<file path="config.mk">
export PLATFORM = sky130hd
export DESIGN_NAME = gate_scan
export DESIGN_NICKNAME = d
export VERILOG_FILES = /design/src/rtl/gate_scan.sv
export SDC_FILE = /design/constraint.sdc
export NUM_CORES = 1
export LEC_CHECK = 0
export ABC_AREA = 0
export CORE_UTILIZATION = 49
export CTS_CLUSTER_DIAMETER = 80
export DETAILED_ROUTE_END_ITERATION = 8
export PLACE_DENSITY = 0.86
export SLEW_MARGIN = 25
export SYNTH_ARGS = -nofsm -noshare
export SYNTH_HDL_FRONTEND = slang
export SYNTH_SLANG_ARGS = --single-unit
</file>
<file path="constraint.sdc">
create_clock -name clk -period 3.9 [get_ports clk]
set_input_delay 0.39 -clock clk [delete_from_list [all_inputs] [get_ports clk]]
set_output_delay 0.39 -clock clk [all_outputs]
set_load 0.02 [all_outputs]
</file>
<file path="src/rtl/gate_scan.sv">
// rtl/gate_scan.sv - clocked truth-table generator sweeping all minterms of an N-input gate
// Optional ones counter enabled by defining GATE_SCAN_COUNT_EN.
module gate_scan #(
  parameter int N = 2
) (
  input  logic                  clk,
  input  logic                  reset,
  input  logic                  start,
  input  logic [2:0]            op,
  output logic                  busy,
  output logic                  done,
  output logic [N-1:0]          m,
  output logic                  s,
  output logic [(1<<N)-1:0]     truth_table,
  output logic [N:0]            ones
);

  localparam int T = 1 << N;
  localparam logic [N-1:0] LAST = N'(T - 1);

  typedef enum logic [1:0] {
    IDLE = 2'd0,
    SCAN = 2'd1,
    DONE = 2'd2
  } state_t;

  state_t     state;
  logic [2:0] op_r;
  logic       f;

  // Gate evaluated on the registered minterm, so no input-to-output path exists.
  always_comb begin
    f = 1'b0;
    case (op_r)
      3'd0: f = &m;
      3'd1: f = |m;
      3'd2: f = ~&m;
      3'd3: f = ~|m;
      3'd4: f = ^m;
      3'd5: f = ~^m;
      3'd6: f = ~m[N-1] & (&m[N-2:0]);
      3'd7: f = m[N-1] & ~(|m[N-2:0]);
      default: f = 1'b0;
    endcase
  end

  always_ff @(posedge clk or posedge reset) begin
    if (reset) begin
      state       <= IDLE;
      op_r        <= 3'd0;
      busy        <= 1'b0;
      done        <= 1'b0;
      m           <= '0;
      s           <= 1'b0;
      truth_table <= '0;
    end else begin
      case (state)
        IDLE: begin
          done <= 1'b0;
          if (start) begin
            state       <= SCAN;
            busy        <= 1'b1;
            op_r        <= op;
            m           <= '0;
            s           <= 1'b0;
            truth_table <= '0;
          end
        end
        SCAN: begin
          truth_table[m] <= f;
          s              <= f;
          if (m == LAST) begin
            state <= DONE;
            busy  <= 1'b0;
            done  <= 1'b1;
          end else begin
            m <= m + 1'b1;
          end
        end
        DONE: begin
          done  <= 1'b0;
          state <= IDLE;
        end
        default: begin
          state <= IDLE;
          busy  <= 1'b0;
          done  <= 1'b0;
        end
      endcase
    end
  end

`ifdef GATE_SCAN_COUNT_EN
  // Cannot overflow: at most T true minterms, and T fits in N+1 bits.
  always_ff @(posedge clk or posedge reset) begin
    if (reset) begin
      ones <= '0;
    end else if (state == IDLE && start) begin
      ones <= '0;
    end else if (state == SCAN) begin
      ones <= ones + (N+1)'(f);
    end
  end
`else
  assign ones = '0;
`endif

endmodule
</file>
==> summary.md <==
The run finished with clean final reports. The starting utilization of the core area was 53.3%. The setup clock skew after layout came out at 2.51 ps.

The critical path is of the reg -> out type. Setup repair after global routing left no endpoint under its margin. Leaving out fill and tap cells, the most frequent cell in the layout is sky130_fd_sc_hd__nand2_1. The synthesized-area fraction occupied by ao, oa, aoi and oai cells was 9.63%. The number of antenna diodes came out at 0. The synthesized netlist occupies a cell area of 702 µm². The register clock-pin slew on the reported worst setup and hold paths is 80 ps. Compared with the post-synthesis result, the final layout area differs by 25.7%. In this run the tightest slew margin relative to its limit is 64.4%. The number of standard cells in the layout, taps in and fillers out was 107; the count of nets left with antenna violations after detail routing was 0. For this block, the via count after detailed routing is 537. The analysis attributes to cell leakage a power of 0.431 nW. In the final layout, the multi-input gates occupy 314 µm². The worst setup path is captured at an output port. The total overflow left after global routing is 0. The die is 39.9 µm tall. Leaving out fill and tap cells, the most frequent cells in the layout are 16 x sky130_fd_sc_hd__nand2_1, 14 x sky130_fd_sc_hd__dfrtp_1, 14 x sky130_fd_sc_hd__clkdlybuf4s50_1. The post-synthesis share of cell area spent on full adders, half adders and majority gates is 7.13%, and the initial DRC count is 7. The top fanout value on the critical path was 6.

The floorplan has 13 rows. Of the synthesized area, sequential elements account for 49.9%. The top cell type's share of synthesized area works out to 49.9%.

Across the whole layout, storage elements account for 350 µm². The run gives 3510 ps as the required arrival time at the worst endpoint. The largest incremental delay on the critical path was 640 ps; the time the worst path needs with I/O delays and setup was 1740 ps.

Initial antenna violation count: 0. The global-route wire length before repair was 2190 µm. Counting the fill cells in the layout gives 103.

The number of clock buffers added by TritonCTS is 3. By area, the combinational part of the netlist is dominated by simple AND/OR/NAND/NOR gates. The tools report the reg-to-reg critical path endpoint as truth_table[0].

Setup violations remaining at the end of the flow were counted as 0. The tools report the DRC violations left as 0. The placeable core region is 1320 µm².

The net count of the finished layout is 103. The setup check on the worst reg-to-reg path leaves a slack of 2160 ps. Dividing the synthesized area by the synthesized cell count gives 9.36 µm². The run gives 18 as the number of top-level pins. The CTS root buffer is sky130_fd_sc_hd__clkbuf_4.

The later-pin clock latency in the skew report is 280 ps, and the placed wire-length estimate is 999 µm. The die outline area is 1590 µm², and the number of enable flip-flop cells after synthesis is 0. For the all-layer global routing usage, the log shows 22.4%. For this run, the top clock speed supported by timing is 0.574 GHz. The cell count after placement came out at 103. Summed over all layers, the routed wires come to 1350 µm.

Via count of the first global-routing pass: 488. The count of H-tree levels built during CTS was 1; the distinct cell type count after synthesis was 22. The total buffers and inverters traversed by the critical path is 1, and the number of cells traversed by the worst register-to-register path is 6. The startpoint identified for the worst register-to-register timing path is m[0]. In this run the deepest clock path goes through 2 buffers. Sorting the synthesized cells by area gives the leading types as sky130_fd_sc_hd__dfrtp_1 50%, sky130_fd_sc_hd__nand2_1 8.6%, sky130_fd_sc_hd__ha_1 7.1%, sky130_fd_sc_hd__mux2i_1 4.3%, sky130_fd_sc_hd__o21ai_1 4.3%. The class of the tightest hold or removal check is in -> async.

Summing the areas of all xor and xnor instances in the mapped netlist gives 1.25% of the synthesized area. For this run, the leading register cell type out of synthesis is sky130_fd_sc_hd__dfrtp_1. The share of synthesized registers carrying an async set or reset is 100%, and the weighted congestion reported at the end of routability-driven placement is 0.834. The number of detailed-routing iterations run before antenna repair was 4; the post-synthesis sequential element count was 14.

The actual transition at the worst max-transition pin is 534 ps. Number of cells upsized or downsized after cts: 0. The period utilization works out to 44.7%. The number of pins exceeding their max-slew limit in the final report is 0, and the number of sinks handled by clock tree synthesis is 14.

TritonCTS built the clock tree. In the routed layout, each cell is associated on average with a via count of 5.02. Power density relative to cell area: 881 nW/µm². The total of buffers placed on input and output ports works out to 14. Summed over all instances, the cell type with the most area after synthesis is sky130_fd_sc_hd__dfrtp_1.

The run gives 0.479 mV as the maximum ir drop on the vdd rail. For the data arrival at the endpoint of the critical path, the log shows 1350 ps. In the final layout, the share of cells above drive strength 1 is 5.43%. Synthesis produced a netlist whose cell count is 75. The average routed wire per standard cell was 12.6 µm. Yosys printed 0 warnings. Walking the worst path, the cells encountered are clkdlybuf4s50_1. Buffers inserted to repair hold after CTS numbered 0. In the synthesized netlist, mux cells make up 4.28% of the area. Summing the areas of all and, or, nand and nor instances in the mapped netlist gives 20.9% of the synthesized area. The tools report the setup fix buffers added after clock tree synthesis as 0. The startpoint kind of the worst setup timing path is a flip-flop. The count of max-cap constraint violations came out at 0.

Entering global routing, the biggest net connects 15 pins. For this design, the slowest cell found on the critical path is sky130_fd_sc_hd__clkdlybuf4s50_1. The final-report hold violation count came out at 0. Measured along the x axis, the die boundary spans 39.9 µm. Summed over all failing endpoints, the final setup total negative slack is 0 ps. On the critical path the largest part of the delay comes from buffers and inverters.
==> power by group <==
group / internal, mW / leakage (nW) / switching (mW)
Clock: 0.0568 / 0.0210 / 0.0473
Combinational: 0.181 / 0.234 / 0.222
Sequential: 0.210 / 0.176 / 0.0611
==> metrics by stage <==
step / power (mW) / util, % / setup slack (ps) / hold WS [ps] / area, µm²
after floorplan: 0.539 / - / 2200 / 279 / 709
after global placement: 0.665 / 64.2 / 2200 / 481 / 846
after detailed placement: 0.676 / 64.2 / 2160 / 498 / 846
after CTS: 0.783 / 67.0 / 2150 / 456 / 882
after global routing: 0.852 / 67.0 / 2030 / 482 / 882
final: 0.777 / 67.0 / 2160 / 440 / 882
==> synthesized netlist by cell type, drive strengths merged, types with 2 or more instances <==
| cell | n |
|---|---|
| buf | 3 |
| o21ai | 7 |
| ha | 4 |
| nand2 | 16 |
| nand3 | 5 |
| nor2 | 4 |
| dfrtp | 14 |
| mux2i | 3 |
| nand2b | 2 |
| inv | 6 |
==> sequential cells by signal, indices dropped and copies added, names as in the netlist <==
name and cells:
state 2, op_r 3, truth_table 4, done 1, s 1, m 2, busy 1
==> logic make-up (layout without fill, tap and decap cells) <==
family,Yosys count,in the layout
compound gates,11,11
xor+xnor,1,1
fa+ha+maj,4,4
buf+inv,9,24
flops,14,14
mux,3,3
other cells,1,3
simple gates,32,32
==> how the worst max path moves through the flow <==
stage,start,end,slack (ps),cells past startpoint
2_1_floorplan,m[0],s,2200,6
3_3_place_gp,m[0],s,2200,5
3_5_place_dp,m[0],truth_table[0],2160,6
4_1_cts,m[0],truth_table[0],2150,6
5_1_grt,m[0],truth_table[1],2030,6
6_report,m[0],m[0],2160,1
==> routing by layer <==
layer	global-route usage (%)	vias up	part of all wire [%]
li1	-	279	-
met1	30.7	241	49
met2	31.6	13	43
met3	6.82	4	5.7
met4	10.3	0	2.2
met5	0	-	0
==> cell type report <==
cell class / instances / area share, %
repair buffers: 14 / 15.9
flip-flops and latches: 14 / 39.7
well taps: 15 / 2.13
multi-input cells: 54 / 35.6
clock buffers: 4 / 4.11
inverters: 6 / 2.55
(Power assumes the default switching activity.)
